`src/rtl/bsel_mux.sv`:
```
// bsel_mux: operand-B select (rF_ip vs imm) behind a one-deep valid/ready slot; BSEL_MUX_BYPASS_EN makes it purely combinational
module bsel_mux #(
  parameter int width = 32
) (
  input  logic             clk,
  input  logic             rst_n,
  input  logic [width-1:0] rF_ip,
  input  logic [width-1:0] imm,
  input  logic             BSel_pin,
  input  logic             in_valid,
  output logic             in_ready,
  output logic [width-1:0] Bsel_op,
  output logic             out_valid,
  input  logic             out_ready
);
  logic [width-1:0] sel;
  assign sel = BSel_pin ? imm : rF_ip;
`ifdef BSEL_MUX_BYPASS_EN
  logic unused_clk_rst;
  assign unused_clk_rst = clk ^ rst_n;
  assign Bsel_op   = sel;
  assign out_valid = in_valid;
  assign in_ready  = out_ready;
`else
  localparam logic [0:0] EMPTY = 1'b0;
  localparam logic [0:0] FULL  = 1'b1;
  logic [0:0]       state;
  logic [width-1:0] data;
  logic             accept;
  assign in_ready  = (state == EMPTY) || out_ready;
  assign accept    = in_valid && in_ready;
  assign out_valid = (state == FULL);
  assign Bsel_op   = data;
  // slot register: load on accept, go empty on drain without a new operand, hold under backpressure
  always_ff @(posedge clk or negedge rst_n) begin
    if (!rst_n) begin
      state <= EMPTY;
      data  <= '0;
    end else begin
      if (accept) data <= sel;
      state <= (accept || (state == FULL && !out_ready)) ? FULL : EMPTY;
    end
  end
`endif
endmodule

```
`config.mk`:
```
export PLATFORM = sky130hd
export DESIGN_NAME = bsel_mux
export DESIGN_NICKNAME = d
export VERILOG_FILES = /design/src/rtl/bsel_mux.sv
export SDC_FILE = /design/constraint.sdc
export NUM_CORES = 1
export LEC_CHECK = 0
export CORE_ASPECT_RATIO = 1.5
export CORE_UTILIZATION = 40
export CTS_CLUSTER_DIAMETER = 40
export DETAILED_ROUTE_END_ITERATION = 6
export GPL_ROUTABILITY_DRIVEN = 0
export GPL_TIMING_DRIVEN = 0
export PLACE_DENSITY = 0.95
export SLEW_MARGIN = 20
export SYNTH_ARGS = -nofsm -noshare
export SYNTH_HDL_FRONTEND = slang
export SYNTH_SLANG_ARGS = --single-unit
```
`constraint.sdc`:
```
create_clock -name clk -period 1.66 [get_ports clk]
set_input_delay 0.498 -clock clk [delete_from_list [all_inputs] [get_ports clk]]
set_output_delay 0.498 -clock clk [all_outputs]
set_load 0.02 [all_outputs]
```
==> run_results.csv <==
group,metric,value,unit
sta,tightest_slew,732,ps
route,routed.top_layer,"met4",
sta,hold_viol,0,
cells_and_area,num-nets-final,325,
clock_tree,tritoncts,"built",
clock_tree,cts_buffer_depth,2,
logic_synthesis,seq_area_frac_synth,48.7,%
route,vias_per_cell,5.27,
sta,setup_viol_count_final,0,
cells_and_area,n_antenna_cell,0,
power,peakVddDrop,0.758,mV
cells_and_area,drive_above_1_share,9.73,%
sta,max_freq,0.621,GHz
worst_setup_path,critPathTopFamily,"buffers and inverters",
route,ant_nets,0,
place,port_buffers,100,
grt,gr-usage-all-layers,21.5,%
worst_setup_path,critical_path.max_fanout,3,
cells_and_area,layout_commonest_cell,"clkdlybuf4s50_1",
clock_tree,clock-sinks,33,
route,drt-total-wl,4520,um
worst_setup_path,cp-end-kind,"output pin",
grt,antenna_found_initial,0,
clock_tree,clockRootBuffer,"clkbuf_8",
worst_setup_path,reg2reg_from,"out_valid$_DFF_PN0_",
logic_synthesis,synth.avg_cell_area,11.4,um2
logic_synthesis,synth.net_count,218,
route,wl_met1,1630,um
grt,grt_first_pass_wirelength,6960,um
logic_synthesis,yosysUniqueCellTypes,11,
grt,grt_max_degree,34,
route,first_pass_iters,4,
power,p_leak,1.21,nW
sta,period_minus_slack,1610,ps
min_path,hold_path.class,"input port to async pin",
logic_synthesis,syn-cell-area,1700,um2
place,post-place-ws,-808,ps
route,wire_per_inst,15.0,um
worst_setup_path,crit_type,"input port to output pin",
floorplan,core,3990,um2
worst_setup_path,cp_cell_sequence,"dlygate4sd2_1 > nand2b_4 > buf_12 > buf_8",
sta,rsz0062_at_grt,"false",
worst_setup_path,cp.required,1160,ps
run,cap_viol_max_count,0,
worst_setup_path,cp_slowest_stage_delay,230,ps
logic_synthesis,ys_warn_count,0,
route,drt_iter0_markers,30,
power,powerDensity,829,nW/um2
floorplan,fp-row-count,28,
floorplan,die_h,81.7,um
worst_setup_path,critPathBufInv,3,
clock_tree,h-tree-depth,2,
worst_setup_path,critPathArrivalTime,1110,ps
route,dr_wl_met2,2460,um
worst_setup_path,worstReg2RegEnd,"Bsel_op[15]$_DFFE_PN0P_",
logic_synthesis,synth.ff_latch_count,33,
floorplan,start_util,42.4,%
floorplan,dieArea,4510,um2
sta,setup_ws,50.5,ps
worst_setup_path,r2r_slack,350,ps
clock_tree,ctsHoldBuffers,0,
cells_and_area,mostFrequentLayoutCells,"clkdlybuf4s50_1, dlygate4sd2_1, dfrtp_1",
place,post-dp-hpwl,3460,um
route,drc,0,
grt,grt_pass1_vias,1592,
sta,drv_slew,0,
floorplan,io_pins,103,
clock_tree,cts_buffers,5,
cells_and_area,area_growth,64.9,%
sta,fin_crit_sh,97.0,%
power,p_total,2.32,mW
route,dr_wl_met3,401,um
route,vias,1592,
grt,grt_overflow,0,
worst_setup_path,start_kind,"input port",
run_status,status,"finished, final reports clean",
worst_setup_path,ff2ff_path_depth,6,
logic_synthesis,netlist_instances,149,
floorplan,die_w,55.2,um
sta,skew,2.04,ps
cells_and_area,fillCellCount,331,
sta,slew_headroom,51.2,%
clock_tree,clk_pin_slew,60,ps
worst_setup_path,crit_slowest_cell,"dlygate4sd2_1",
clock_tree,worstSkewPairLatency,270,ps
==> final cells by class <==
| cell class | count | area, um2 | share of cell area [%] |
|---|---|---|---|
| buffer | 17 | 166 | 5.95 |
| sequential | 33 | 826 | 29.5 |
| tap | 45 | 56.3 | 2.01 |
| timing repair buffer | 101 | 966 | 34.6 |
| clock buffer | 8 | 80.1 | 2.86 |
| multi-input combinational | 98 | 701 | 25.1 |
==> Yosys cell counts <==
cell type / count / area, um2
dfrtp_1: 33 / 826
a21oi_1: 32 / 160
a31oi_1: 32 / 200
mux2i_1: 32 / 320
buf_2: 6 / 30.0
buf_4: 4 / 30.0
buf_6: 4 / 45.0
buf_12: 3 / 60.1
clkbuf_1: 1 / 3.75
nand2b_1: 1 / 6.26
nand2b_4: 1 / 13.8
==> routing by layer <==
layer  track usage, %  vias to the layer above
met5                0                        -
met3             6.48                        2
met1             23.0                      738
li1                 -                      777
met4             5.25                        0
met2             39.4                       75
==> what timing repair did <==
action,in CTS,in global routing
gates resized for setup,43,0
buffers inserted,1,0
endpoints found under the setup margin,34,0
==> logic make-up after synthesis <==
group	Yosys count	share of synthesized area, %
compound gates	64	21.3
buf+inv	18	9.96
flops	33	48.7
mux	32	18.9
simple gates	2	1.18
==> where the power goes <==
part,leakage [nW],internal (mW),switching [mW]
clock,0.0395,0.297,0.261
sequential,0.363,0.920,0.0590
combinational,0.808,0.388,0.390
==> metrics by stage <==
| stage | cells | setup TNS (ps) | hold WS, ps | util, % | instance area, um2 |
|---|---|---|---|---|---|
| detailed placement | 294 | -834 | 536 | 68.8 | 2750 |
| global route | 302 | 0 | 332 | 70.0 | 2800 |
| floorplan | 149 | 0 | 202 | - | 1700 |
| global placement | 294 | -17240 | 524 | 68.9 | 2750 |
| CTS | 302 | 0 | 293 | 70.0 | 2800 |
| finish | 302 | 0 | 279 | 70.0 | 2800 |
==> flip-flops by register name, summed over array words and instances, names as in the netlist <==
register / cells
out_valid: 1
Bsel_op: 32
==> worst max-delay path by stage <==
stage / start / to / slack (ps) / cells past startpoint
after floorplan: out_ready / in_ready / 270 / 3
after global placement: out_ready / in_ready / -820 / 5
after detailed placement: out_ready / in_ready / -810 / 5
after CTS: out_ready / in_ready / 50 / 4
after global routing: out_ready / in_ready / 20 / 4
final: out_ready / in_ready / 50 / 4
==> worst register-to-register path, cell delays in order, from the launching register on <==
cell	delay, ps
dfrtp_1	410
nand2b_4	100
buf_12	100
buf_4	220
buf_6	170
a21oi_1	70
a31oi_1	140
(Power assumes the default switching activity.)
